$ cat src/rtl/cpu_pkg.sv
// rtl/cpu_pkg.sv - shared LEGv8 fetch types and constants
package cpu_pkg;

  typedef enum logic [1:0] {
    FETCH   = 2'd0,
    HOLD    = 2'd1,
    DISCARD = 2'd2
  } fetch_state_e;

  localparam int          INSTR_W          = 32;
  localparam int unsigned PC_INCR          = 4;
  localparam logic [63:0] DEFAULT_RESET_PC = 64'h0;

endpackage

$ cat src/rtl/fetch_hold_buf.sv
// rtl/fetch_hold_buf.sv - one-entry {pc, instr} holding buffer for decode stalls
module fetch_hold_buf
  import cpu_pkg::*;
#(
  parameter int ADDR_W = 64
) (
  input  logic               clk,
  input  logic               rst_n,
  input  logic               load_i,
  input  logic               clear_i,
  input  logic [ADDR_W-1:0]  pc_i,
  input  logic [INSTR_W-1:0] instr_i,
  output logic               valid_o,
  output logic [ADDR_W-1:0]  pc_o,
  output logic [INSTR_W-1:0] instr_o
);

  logic               valid_q;
  logic [ADDR_W-1:0]  pc_q;
  logic [INSTR_W-1:0] instr_q;

  // Clear wins over load so a redirect always empties the entry.
  always_ff @(posedge clk or negedge rst_n) begin
    if (!rst_n) begin
      valid_q <= 1'b0;
      pc_q    <= '0;
      instr_q <= '0;
    end else if (clear_i) begin
      valid_q <= 1'b0;
    end else if (load_i) begin
      valid_q <= 1'b1;
      pc_q    <= pc_i;
      instr_q <= instr_i;
    end
  end

  assign valid_o = valid_q;
  assign pc_o    = pc_q;
  assign instr_o = instr_q;

endmodule

$ cat src/rtl/fetch_stage.sv
// rtl/fetch_stage.sv - LEGv8 instruction fetch stage with stall hold buffer and branch squash
// Optional FETCH_PERF_EN adds perf_fetched / perf_stall_cycles counters.
module fetch_stage
  import cpu_pkg::*;
#(
  parameter int                ADDR_W   = 64,
  parameter logic [ADDR_W-1:0] RESET_PC = ADDR_W'(DEFAULT_RESET_PC)
) (
  input  logic               clk,
  input  logic               reset,
  output logic               imem_req,
  output logic [ADDR_W-1:0]  imem_addr,
  input  logic               imem_ready,
  input  logic [INSTR_W-1:0] imem_rdata,
  input  logic               stall,
  input  logic               branch_taken,
  input  logic [ADDR_W-1:0]  branch_target,
`ifdef FETCH_PERF_EN
  output logic [31:0]        perf_fetched,
  output logic [31:0]        perf_stall_cycles,
`endif
  output logic [ADDR_W-1:0]  ifid_pc,
  output logic [INSTR_W-1:0] ifid_instr,
  output logic               ifid_valid
);

  localparam logic [ADDR_W-1:0] INCR = ADDR_W'(PC_INCR);

  fetch_state_e       state_q, state_d;
  logic [ADDR_W-1:0]  pc_q, pc_d;
  logic [ADDR_W-1:0]  disc_addr_q, disc_addr_d;
  logic [ADDR_W-1:0]  ifid_pc_q, ifid_pc_d;
  logic [INSTR_W-1:0] ifid_instr_q, ifid_instr_d;
  logic               ifid_valid_q, ifid_valid_d;
  logic               buf_load, buf_clear, buf_valid;
  logic [ADDR_W-1:0]  buf_pc;
  logic [INSTR_W-1:0] buf_instr;
  logic               ifid_loaded;
  logic [ADDR_W-1:0]  target_aligned;

  assign target_aligned = branch_target & ~ADDR_W'(3);

  fetch_hold_buf #(.ADDR_W(ADDR_W)) u_hold_buf (
    .clk     (clk),
    .rst_n   (reset),
    .load_i  (buf_load),
    .clear_i (buf_clear),
    .pc_i    (pc_q),
    .instr_i (imem_rdata),
    .valid_o (buf_valid),
    .pc_o    (buf_pc),
    .instr_o (buf_instr)
  );

  always_ff @(posedge clk or negedge reset) begin
    if (!reset) begin
      state_q      <= FETCH;
      pc_q         <= RESET_PC;
      disc_addr_q  <= '0;
      ifid_pc_q    <= '0;
      ifid_instr_q <= '0;
      ifid_valid_q <= 1'b0;
    end else begin
      state_q      <= state_d;
      pc_q         <= pc_d;
      disc_addr_q  <= disc_addr_d;
      ifid_pc_q    <= ifid_pc_d;
      ifid_instr_q <= ifid_instr_d;
      ifid_valid_q <= ifid_valid_d;
    end
  end

  always_comb begin
    state_d      = state_q;
    pc_d         = pc_q;
    disc_addr_d  = disc_addr_q;
    ifid_pc_d    = ifid_pc_q;
    ifid_instr_d = ifid_instr_q;
    ifid_valid_d = ifid_valid_q;
    buf_load     = 1'b0;
    buf_clear    = 1'b0;
    ifid_loaded  = 1'b0;
    if (branch_taken) begin
      pc_d = target_aligned;
      if (state_q != DISCARD) begin
        ifid_valid_d = 1'b0;
        buf_clear    = 1'b1;
        // An outstanding request must be drained before the target is fetched.
        if (state_q == FETCH && !imem_ready) begin
          state_d     = DISCARD;
          disc_addr_d = pc_q;
        end else begin
          state_d = FETCH;
        end
      end
    end else begin
      case (state_q)
        FETCH: begin
          if (imem_ready) begin
            pc_d = pc_q + INCR;
            if (stall) begin
              buf_load = 1'b1;
              state_d  = HOLD;
            end else begin
              ifid_pc_d    = pc_q;
              ifid_instr_d = imem_rdata;
              ifid_valid_d = 1'b1;
              ifid_loaded  = 1'b1;
            end
          end else if (!stall) begin
            ifid_valid_d = 1'b0;
          end
        end
        HOLD: begin
          if (!stall) begin
            ifid_pc_d    = buf_pc;
            ifid_instr_d = buf_instr;
            ifid_valid_d = buf_valid;
            ifid_loaded  = buf_valid;
            buf_clear    = 1'b1;
            state_d      = FETCH;
          end
        end
        DISCARD: begin
          if (imem_ready) begin
            state_d = FETCH;
          end
        end
        default: begin
          state_d = FETCH;
        end
      endcase
    end
  end

  assign imem_req   = reset && (state_q != HOLD);
  assign imem_addr  = (state_q == DISCARD) ? disc_addr_q : pc_q;
  assign ifid_pc    = ifid_pc_q;
  assign ifid_instr = ifid_instr_q;
  assign ifid_valid = ifid_valid_q;

`ifdef FETCH_PERF_EN
  logic [31:0] perf_fetched_q, perf_stall_q;

  always_ff @(posedge clk or negedge reset) begin
    if (!reset) begin
      perf_fetched_q <= '0;
      perf_stall_q   <= '0;
    end else begin
      if (ifid_loaded) perf_fetched_q <= perf_fetched_q + 32'd1;
      if (stall)       perf_stall_q   <= perf_stall_q + 32'd1;
    end
  end

  assign perf_fetched      = perf_fetched_q;
  assign perf_stall_cycles = perf_stall_q;
`else
  logic unused_loaded;
  assign unused_loaded = ifid_loaded;
`endif

endmodule

$ cat config.mk
export PLATFORM = sky130hd
export DESIGN_NAME = fetch_stage
export DESIGN_NICKNAME = d
export VERILOG_FILES = /design/src/rtl/cpu_pkg.sv /design/src/rtl/fetch_hold_buf.sv /design/src/rtl/fetch_stage.sv
export SDC_FILE = /design/constraint.sdc
export NUM_CORES = 1
export LEC_CHECK = 0
export BUFFER_PORTS_ARGS = -buffer_cell sky130_fd_sc_hd__buf_2
export CAP_MARGIN = 25
export CORE_ASPECT_RATIO = 0.75
export CORE_MARGIN = 10
export CORE_UTILIZATION = 32
export DETAILED_ROUTE_END_ITERATION = 10
export PLACE_DENSITY = 0.57
export SLEW_MARGIN = 20
export SYNTH_ARGS = -nofsm -noshare
export SYNTH_HDL_FRONTEND = slang
export SYNTH_SLANG_ARGS = --single-unit
$ cat constraint.sdc
create_clock -name clk -period 6.2 [get_ports clk]
set_input_delay 0.62 -clock clk [delete_from_list [all_inputs] [get_ports clk]]
set_output_delay 0.62 -clock clk [all_outputs]
set_load 0.01 [all_outputs]
==> flow_metrics.py, run 1 <==
metrics = {
    "worst_setup_path": {
        "cpPeakStageDelay_ps": 620,
        "crit_path_start_kind": "flip-flop",
        "cp_max_fo": 35,
        "path_cells": "nor2b_4 > buf_4 > mux2_2 > buf_2",
        "cp.required_ps": 5580,
        "path_class": "reg2out",
        "cp.arrival_ps": 2830,
        "crit_path_end_kind": "output pin",
        "cpMaxStageDelayCell": "dfrtp_1",
    },
    "timing": {
        "worst_clock_skew_ps": 16.7,
        "setup-tns-final_ps": 0,
        "fmax_mhz": 290,
        "rsz0062_at_grt": "false",
        "finalCriticalPeriod_ps": 3450,
        "tightest_slew_ps": 919,
        "finalMaxSlewViolations": 0,
        "hold_violations": 0,
        "whs_ps": 86.6,
        "period_share_pct": 55.7,
        "setup_viol": 0,
        "slew_headroom_pct": 38.2,
    },
    "placement": {
        "io_buffers": 256,
        "post-dp-hpwl_mm": 30.9,
        "gp_congestion": 0.769,
        "place_area_um2": 16700,
    },
    "synthesis": {
        "synth.area.top_cells": "dfrtp_1, mux2_2, mux2i_1",
        "ys.flop_type": "dfrtp_1",
        "synthCells": 1346,
        "synthArstFlopShare_pct": 100,
        "yosys_register_bits": 316,
        "synth_area_leader_cell": "dfrtp_1",
        "syn_area_um2": 14900,
        "synth.avg_cell_area_um2": 11.1,
        "seq_area_frac_synth_pct": 53.0,
        "netlist.area_leader.share_pct": 53.0,
        "synth_edf_count": 0,
        "netlist-cell-type-count": 52,
        "synth-warning-count": 0,
    },
    "floorplan": {
        "core_area_um2": 46000,
        "fp.dieArea_um2": 55700,
        "die_h_um": 207,
        "die_w_um": 269,
        "rows": 68,
        "initial_utilization_pct": 32.4,
        "ioPinCount": 263,
    },
    "pwr": {
        "p_per_area_nw_per_um2": 362,
        "leakagePower_uw": 0.00744,
        "ir_worst_vdd_mv": 0.160,
        "power_uw": 6460,
    },
    "routing": {
        "antenna_left": 0,
        "dr.pass1.iters": 7,
        "num_vias": 11100,
        "wl_mm": 44.4,
        "avgViaCountPerCell": 5.06,
        "drc": 0,
        "wl_per_cell_um": 20.2,
        "drt_iter0_drc": 686,
    },
    "global_route": {
        "grt_max_degree": 85,
        "grt_pass1_wl_mm": 68.0,
        "track_usage_pct": 15.5,
        "grt_busiest_layer": "met2",
        "antenna_found_initial": 4,
        "gr-usage-met1_pct": 21.4,
        "use_met3_pct": 3.96,
        "grt-ovfl-total": 0,
        "grt_pass1_vias": 11100,
        "met2_usage_pct": 24.4,
    },
    "final_layout": {
        "post-route-util_pct": 38.8,
        "fin_nets": 1639,
        "fin_area_um2": 17800,
        "drive_gt1_share_pct": 34.4,
        "syn_to_final_growth_pct": 19.6,
    },
    "status": {
        "outcome": "completed",
    },
    "cts": {
        "cts-resized-gates": 0,
        "clockRootBuffer": "clkbuf_16",
        "postCtsHoldBufs": 0,
        "cts-buffers-inserted": 36,
        "cts_max_level": 2,
        "insertion_delay_ps": 530,
        "post-cts-setup-buffer-count": 0,
        "tritoncts": "built",
        "clkTransAtPathRegs_ps": 60,
        "cts_sinks": 316,
        "cts_buffer_depth": 3,
    },
    "job": {
        "max-cap-violations": 0,
    },
    "min_path": {
        "worstHoldPathType": "in2async",
    },
}
[report_power, final]
part | internal (µW) | leakage, µW | total [µW] | switching, µW
combinational | 714 | 0.00316 | 1440 | 723
clock | 1220 | 0.000555 | 2080 | 860
sequential | 2600 | 0.00372 | 2950 | 346
[cell families (layout without fill, tap and decap cells)]
group           Yosys count  count (layout)  share of synthesized area [%]
fa+ha+maj                 1               1                         0.0839
buf+inv                 136             349                           3.73
compound gates          192             192                           6.91
xor+xnor                 43              43                           2.53
simple gates            356             356                           11.8
flops                   316             316                           53.0
other cells               1               5                         0.0251
mux                     301             301                           21.9
[critical path, delay by kind of cell (launching register included)]
family                 cells  cell delay (ps)
buffers and inverters      2              700
DFF                        1              620
muxes                      1              420
and+or+nand+nor            1              560
[cell usage after synthesis (all sizes together) (25+ instances only)]
| master | number |
|---|---|
| clkbuf | 97 |
| nor4 | 25 |
| buf | 31 |
| xnor2 | 30 |
| nand2 | 84 |
| mux2i | 93 |
| mux2 | 208 |
| o21ai | 64 |
| nand4 | 33 |
| nor2 | 121 |
| a21oi | 99 |
| nand3 | 25 |
| dfrtp | 316 |
[cell usage in the layout, fill, tap and decap left out, types with 16 or more instances in the layout]
cell type,count
nand4_1,31
clkbuf_16,37
buf_2,254
mux2_2,194
buf_4,22
o21ai_0,37
mux2i_1,93
nor4_1,23
xnor2_1,30
nand2_1,84
o21ai_1,27
nand3_1,23
a21oi_1,99
nor3_1,16
dfrtp_1,316
nor2_1,121
[flip-flops by register name, summed over array words and instances, names as in the netlist]
signal	flops
pc_q	62
ifid_instr	32
u_hold_buf.instr_o	32
u_hold_buf.valid_o	1
ifid_valid	1
ifid_pc	62
u_hold_buf.pc_o	62
disc_addr_q	62
state_q	2
[metal layers]
| layer | wire, µm | share of wire, % |
|---|---|---|
| met3 | 2720 | 6.1 |
| met5 | 13 | 0.029 |
| met4 | 568 | 1.3 |
| met2 | 20100 | 45 |
| met1 | 21000 | 47 |
[per-stage QoR]
stage               std cells  worst slack (ps)
finish                   2193              2750
global route             2192              2560
CTS                      2192              2690
detailed placement       2129              2950
global placement         2128              2770
floorplan                1349              3590
[path summary, 6_finish.rpt]
| check | startpoint | end | slack (ps) | depth (start not counted) |
|---|---|---|---|---|
| max | state_q[1]$_DFFE_PN0P_ | imem_addr[54] | 2750 | 4 |
| max reg2reg | state_q[0]$_DFFE_PN0P_ | ifid_pc[8]$_DFFE_PN0P_ | 3280 | 6 |
| max in group asynchronous | reset | disc_addr_q[60]$_DFFE_PN0P_ | 4210 | 3 |
| min | reset | u_hold_buf.pc_o[25]$_DFFE_PN0P_ | 90 | 1 |
| min reg2reg | u_hold_buf.pc_o[61]$_DFFE_PN0P_ | u_hold_buf.pc_o[61]$_DFFE_PN0P_ | 480 | 2 |
| min in group clk | branch_target[32] | pc_q[32]$_DFFE_PN0N_ | 330 | 3 |
[area by class of cell]
type,instances,area (µm²)
fillers,4550,28200
well taps,630,788
multi-input cells,897,6500
clock inverters,9,83.8
clock buffers,54,1050
repair buffers,278,1470
diodes,1,2.50
inverters,8,30.0
flip-flops and latches,316,7910
Note: power is estimated with default switching activity, not from simulation.
==> run 2, diff against run 1 <==
==> constraint.sdc (replaced) <==
create_clock -name clk -period 3.2 [get_ports clk]
set_input_delay 0.32 -clock clk [delete_from_list [all_inputs] [get_ports clk]]
set_output_delay 0.32 -clock clk [all_outputs]
set_load 0.01 [all_outputs]
==> flow_metrics.py, run 2 (same netlist as run 1, synthesis figures left out) <==
metrics = {
    "global_route": {
        "grt-ovfl-total": 0,
        "grt_pass1_wl_mm": 68.2,
        "grt_max_degree": 115,
        "grt_pass1_vias": 11400,
        "antenna_found_initial": 4,
        "track_usage_pct": 15.4,
    },
    "pwr": {
        "p_per_area_nw_per_um2": 704,
        "ir_worst_vdd_mv": 0.377,
        "leakagePower_uw": 0.00767,
    },
    "routing": {
        "wl_mm": 43.8,
        "drt_iter0_drc": 773,
        "avgViaCountPerCell": 4.96,
        "antenna_left": 0,
        "dr.pass1.iters": 8,
        "wl_per_cell_um": 19.7,
        "drc": 0,
        "num_vias": 11100,
    },
    "timing": {
        "slew_headroom_pct": 47.4,
        "finalMaxSlewViolations": 0,
        "tightest_slew_ps": 789,
        "finalWorstSetupSlack_ps": 340,
        "fmax_mhz": 350,
        "setup-tns-final_ps": 0,
        "period_share_pct": 89.4,
        "finalCriticalPeriod_ps": 2860,
        "rsz0062_at_grt": "false",
        "hold_violations": 0,
        "setup_viol": 0,
        "worst_clock_skew_ps": 14.8,
    },
    "cts": {
        "cts-buffers-inserted": 36,
        "post-cts-setup-buffer-count": 0,
        "clockRootBuffer": "clkbuf_16",
        "tritoncts": "built",
        "postCtsHoldBufs": 21,
        "insertion_delay_ps": 540,
        "cts-resized-gates": 0,
        "cts_sinks": 316,
        "clkTransAtPathRegs_ps": 60,
        "cts_max_level": 2,
        "cts_buffer_depth": 3,
    },
    "placement": {
        "post-dp-hpwl_mm": 30.7,
        "dp_cells": 2143,
        "gp_congestion": 0.787,
        "io_buffers": 256,
        "place_area_um2": 16900,
        "preCtsSetupSlack_ps": 508,
    },
    "worst_setup_path": {
        "cp.arrival_ps": 2540,
        "path_class": "reg2out",
        "cp_max_fo": 43,
        "crit_path_start_kind": "flip-flop",
        "rrSetupSlack_ps": 460,
        "crit_path_end_kind": "output pin",
        "cp.required_ps": 2880,
        "ff2ff_path_depth": 5,
        "reg2reg_to": "pc_q[57]$_DFFE_PN0N_",
        "rr_startpoint": "pc_q[30]$_DFFE_PN0N_",
    },
    "final_layout": {
        "mostFrequentLayoutCell": "dfrtp_1",
        "drive_gt1_share_pct": 34.9,
        "regArea_um2": 7910,
        "fin_area_um2": 18400,
        "multi_input_area_um2": 6500,
        "mostFrequentLayoutCells": "dfrtp_1, buf_2, mux2_2",
        "fin_nets": 1674,
        "fillCellCount": 4500,
        "syn_to_final_growth_pct": 23.2,
        "post-route-util_pct": 39.9,
        "finalNonFillerCells": 2230,
    },
    "min_path": {
        "whs_endpoint": "pc_q[46]$_DFFE_PN0N_",
        "worstHoldPathCells": 3,
        "worstHoldPathType": "in2reg",
        "min_from": "branch_target[46]",
    },
    "floorplan": {
        "ioPinCount": 263,
        "initial_utilization_pct": 32.4,
        "die_h_um": 207,
        "fp.dieArea_um2": 55700,
        "core_area_um2": 46000,
        "die_w_um": 269,
        "rows": 68,
    },
    "job": {
        "max-cap-violations": 0,
    },
    "status": {
        "outcome": "completed",
    },
}
==> run 2: cell types whose count changed in the layout (fill, tap and decap cells not counted), moves of 2 or more <==
cell and change:
clkinvlp_4 +3, dlygate4sd3_1 +21, diode_2 +2, buf_12 +7, bufinv_16 +4, inv_6 -2
buf_4 +7, clkbuf_1 -6
==> run 2: how the worst max path moves through the flow <==
stage | startpoint | end | depth (start not counted)
global placement | pc_q[2]$_DFFE_PN0N_ | pc_q[56]$_DFFE_PN0N_ | 6
global route | state_q[1]$_DFFE_PN0P_ | imem_addr[22] | 4
floorplan | pc_q[2]$_DFFE_PN0N_ | pc_q[44]$_DFFE_PN0N_ | 8
detailed placement | pc_q[30]$_DFFE_PN0N_ | pc_q[57]$_DFFE_PN0N_ | 5
CTS | state_q[1]$_DFFE_PN0P_ | imem_addr[30] | 4
finish | state_q[1]$_DFFE_PN0P_ | imem_addr[22] | 4
==> run 2: worst max-delay path, cell delays in order, from the launching register on <==
cell,delay [ps]
dfrtp_1,620
nor2b_4,240
buf_4,530
mux2_2,440
buf_2,150
==> run 2: layer usage <==
metal,global-route usage (%),up-vias,wire length (µm),share of wire [%]
met5,0,-,13,0.030
met4,3.82,2,728,1.7
met3,3.56,54,2500,5.7
met2,24.2,273,19700,45
met1,21.4,5519,20900,48
li1,-,5211,-,-
==> run 2: cell type report <==
cell class,count,area share (%)
Antenna cell,3,0.0409
Clock buffer,49,5.67
Clock inverter,14,1.16
Inverter,8,0.163
Multi-Input combinational cell,897,35.4
Sequential cell,316,43.1
Tap cell,630,4.29
Timing Repair Buffer,313,10.2
==> run 2: through the flow <==
step           power [µW]  hold WS [ps]
3_3_place_gp         8530           297
5_1_grt             13700          4.70
6_report            12900          25.9
4_1_cts             13100         0.358
3_5_place_dp         8650           299
2_1_floorplan        7360          24.4
==> run 2: report_power, final <==
group / internal [µW] / leakage (µW) / switching, µW
Clock: 2690 / 0.000603 / 1700
Combinational: 1420 / 0.00334 / 1440
Sequential: 5040 / 0.00372 / 644
Total: 9140 / 0.00767 / 3780
==> run 3, diff against run 2 <==
--- a/config.mk
+++ b/config.mk
@@ -5,13 +5,14 @@
 export SDC_FILE = /design/constraint.sdc
 export NUM_CORES = 1
 export LEC_CHECK = 0
+export ABC_AREA = 1
 export BUFFER_PORTS_ARGS = -buffer_cell sky130_fd_sc_hd__buf_2
 export CAP_MARGIN = 25
 export CORE_ASPECT_RATIO = 0.75
 export CORE_MARGIN = 10
 export CORE_UTILIZATION = 32
 export DETAILED_ROUTE_END_ITERATION = 10
-export PLACE_DENSITY = 0.57
+export PLACE_DENSITY = 0.56
 export SLEW_MARGIN = 20
 export SYNTH_ARGS = -nofsm -noshare
 export SYNTH_HDL_FRONTEND = slang
==> flow_metrics.py, run 3 <==
metrics = {
    "synthesis": {
        "synth.avg_cell_area_um2": 7.64,
        "synth_compound_area_share_pct": 13.3,
        "synthArstFlopShare_pct": 100,
        "synth_top_family_by_area": "simple AND/OR/NAND/NOR gates",
        "synth.area.top_cells": "dfrtp_1, nand2_1, o21ai_0",
        "ys_top_cells_by_count": "nand2_1, dfrtp_1, nor2_1",
        "synthCells": 2040,
        "synth_most_common_cell": "nand2_1",
        "synth_simple_gate_area_share_pct": 27.3,
        "synth_area_leader_cell": "dfrtp_1",
        "syn_area_um2": 15600,
        "synth-warning-count": 0,
        "seq_area_frac_synth_pct": 50.7,
        "synth_fa_ha_area_share_pct": 0.0803,
        "netlist-cell-type-count": 32,
        "yosys_register_bits": 316,
        "synth_edf_count": 0,
        "netlist.area_leader.share_pct": 50.7,
        "ys.flop_type": "dfrtp_1",
        "muxShareOfSynthArea_pct": 2.31,
        "synthXorXnorAreaFrac_pct": 0.112,
    },
    "global_route": {
        "grt-ovfl-total": 0,
        "antenna_found_initial": 0,
        "grt_pass1_vias": 13900,
        "grt_max_degree": 126,
        "grt_pass1_wl_mm": 83.8,
        "track_usage_pct": 18.2,
    },
    "timing": {
        "slew_headroom_pct": 38.5,
        "worst_clock_skew_ps": 17.4,
        "finalCriticalPeriod_ps": 2460,
        "finalMaxSlewViolations": 0,
        "period_share_pct": 76.9,
        "finalWorstSetupSlack_ps": 739,
        "hold_violations": 0,
        "setup_viol": 0,
        "rsz0062_at_grt": "false",
        "tightest_slew_ps": 922,
        "fmax_mhz": 406,
        "setup-tns-final_ps": 0,
    },
    "pwr": {
        "ir_worst_vdd_mv": 0.330,
        "leakagePower_uw": 0.00882,
        "power_uw": 14800,
        "p_per_area_nw_per_um2": 792,
    },
    "worst_setup_path": {
        "cp.arrival_ps": 2140,
        "crit_path_end_kind": "output pin",
        "cp_max_fo": 75,
        "cpMaxStageDelayCell": "buf_4",
        "crit_path_start_kind": "flip-flop",
        "cp.required_ps": 2880,
        "path_class": "reg2out",
        "cpPeakStageDelay_ps": 500,
        "path_cells": "inv_2 > nor2_4 > buf_4 > o21ai_0 > buf_2",
        "ff2ff_path_depth": 9,
    },
    "final_layout": {
        "mostFrequentLayoutCell": "nand2_1",
        "fillCellCount": 4954,
        "syn_to_final_growth_pct": 19.6,
        "regArea_um2": 7910,
        "multi_input_area_um2": 6760,
        "drive_gt1_share_pct": 17.2,
        "mostFrequentLayoutCells": "nand2_1, dfrtp_1, nor2_1",
        "fin_nets": 2344,
    },
    "cts": {
        "postCtsHoldBufs": 1,
        "cts-resized-gates": 0,
        "cts_max_level": 2,
        "cts_sinks": 316,
        "cts_buffer_depth": 3,
        "insertion_delay_ps": 530,
        "clkTransAtPathRegs_ps": 60,
        "post-cts-setup-buffer-count": 0,
        "tritoncts": "built",
        "cts-buffers-inserted": 35,
        "clockRootBuffer": "clkbuf_16",
    },
    "job": {
        "max-cap-violations": 0,
    },
    "placement": {
        "io_buffers": 256,
        "gp_congestion": 0.908,
        "preCtsSetupSlack_ps": 925,
        "post-dp-hpwl_mm": 39.6,
    },
    "min_path": {
        "worstHoldPathType": "in2reg",
        "worstHoldPathCells": 2,
    },
    "routing": {
        "antenna_left": 0,
        "top_layer_used": "met4",
        "drc": 0,
        "drt_iter0_drc": 1524,
        "dr_wl_met3_mm": 4.42,
        "wl_mm": 53.9,
        "num_vias": 14300,
        "dr.pass1.iters": 5,
        "avgViaCountPerCell": 4.92,
        "drt-met1-wl_mm": 24.6,
        "wl_per_cell_um": 18.5,
        "route.met2.wl_mm": 23.7,
    },
    "floorplan": {
        "ioPinCount": 263,
        "fp.dieArea_um2": 58000,
        "core_area_um2": 47700,
        "die_h_um": 211,
        "die_w_um": 275,
        "initial_utilization_pct": 32.7,
        "rows": 69,
    },
    "status": {
        "outcome": "completed",
    },
}
run 3: final timing paths:
path | end | startpoint | slack, ps
min in group asynchronous | u_hold_buf.pc_o[10]$_DFFE_PN0P_ | reset | 390
worst min register to register | disc_addr_q[17]$_DFFE_PN0P_ | disc_addr_q[17]$_DFFE_PN0P_ | 480
worst max register to register | pc_q[61]$_DFFE_PN0N_ | pc_q[4]$_DFFE_PN0N_ | 880
max in group asynchronous | disc_addr_q[26]$_DFFE_PN0P_ | reset | 1830
worst min-delay path | u_hold_buf.instr_o[5]$_DFFE_PN0P_ | imem_rdata[5] | 30
worst max-delay path | imem_addr[62] | state_q[1]$_DFFE_PN0P_ | 740
run 3: layout make-up:
type	count	area share (%)
repair buffers	276	8.23
well taps	639	4.29
multi-input cells	1495	36.3
inverters	118	2.41
clock inverters	10	0.671
diodes	2	0.0268
flip-flops and latches	316	42.4
clock buffers	52	5.69
run 3: logic make-up (layout without fill, tap and decap cells):
| kind of cell | after synthesis | after routing |
|---|---|---|
| and+or+nand+nor | 1076 | 1076 |
| AOI/OAI and AO/OA | 380 | 380 |
| DFF | 316 | 316 |
| buffers and inverters | 232 | 456 |
| muxes | 32 | 32 |
| xor gates and xnor gates | 2 | 2 |
| adders and majority gates | 1 | 1 |
| other | 1 | 6 |
run 3: through the flow:
step                instances  cell area, µm²  util, %  hold WS (ps)
global route             2906           18600     39.0          15.7
floorplan                2043           15600        -          24.4
finish                   2908           18600     39.1          32.5
CTS                      2906           18600     39.0          4.41
global placement         2843           17400     36.5           352
detailed placement       2843           17400     36.5           360
run 3: critical path: cells and delay by family (launching register included):
kind                   cells  cell delay (ps)
and+or+nand+nor            1               90
DFF                        1              430
AOI/OAI and AO/OA          1              290
buffers and inverters      3              800
run 3: per-layer routing:
layer / global-route usage, % / up-vias
met5: 0 / -
met4: 4.27 / 0
met3: 3.95 / 71
met2: 28.3 / 483
met1: 25.5 / 6746
li1: - / 7011
run 3: power breakdown:
group	internal (µW)	switching (µW)	total, µW
clock network	2470	1720	4190
logic	1610	2650	4260
registers	5420	902	6320
total	9500	5270	14800
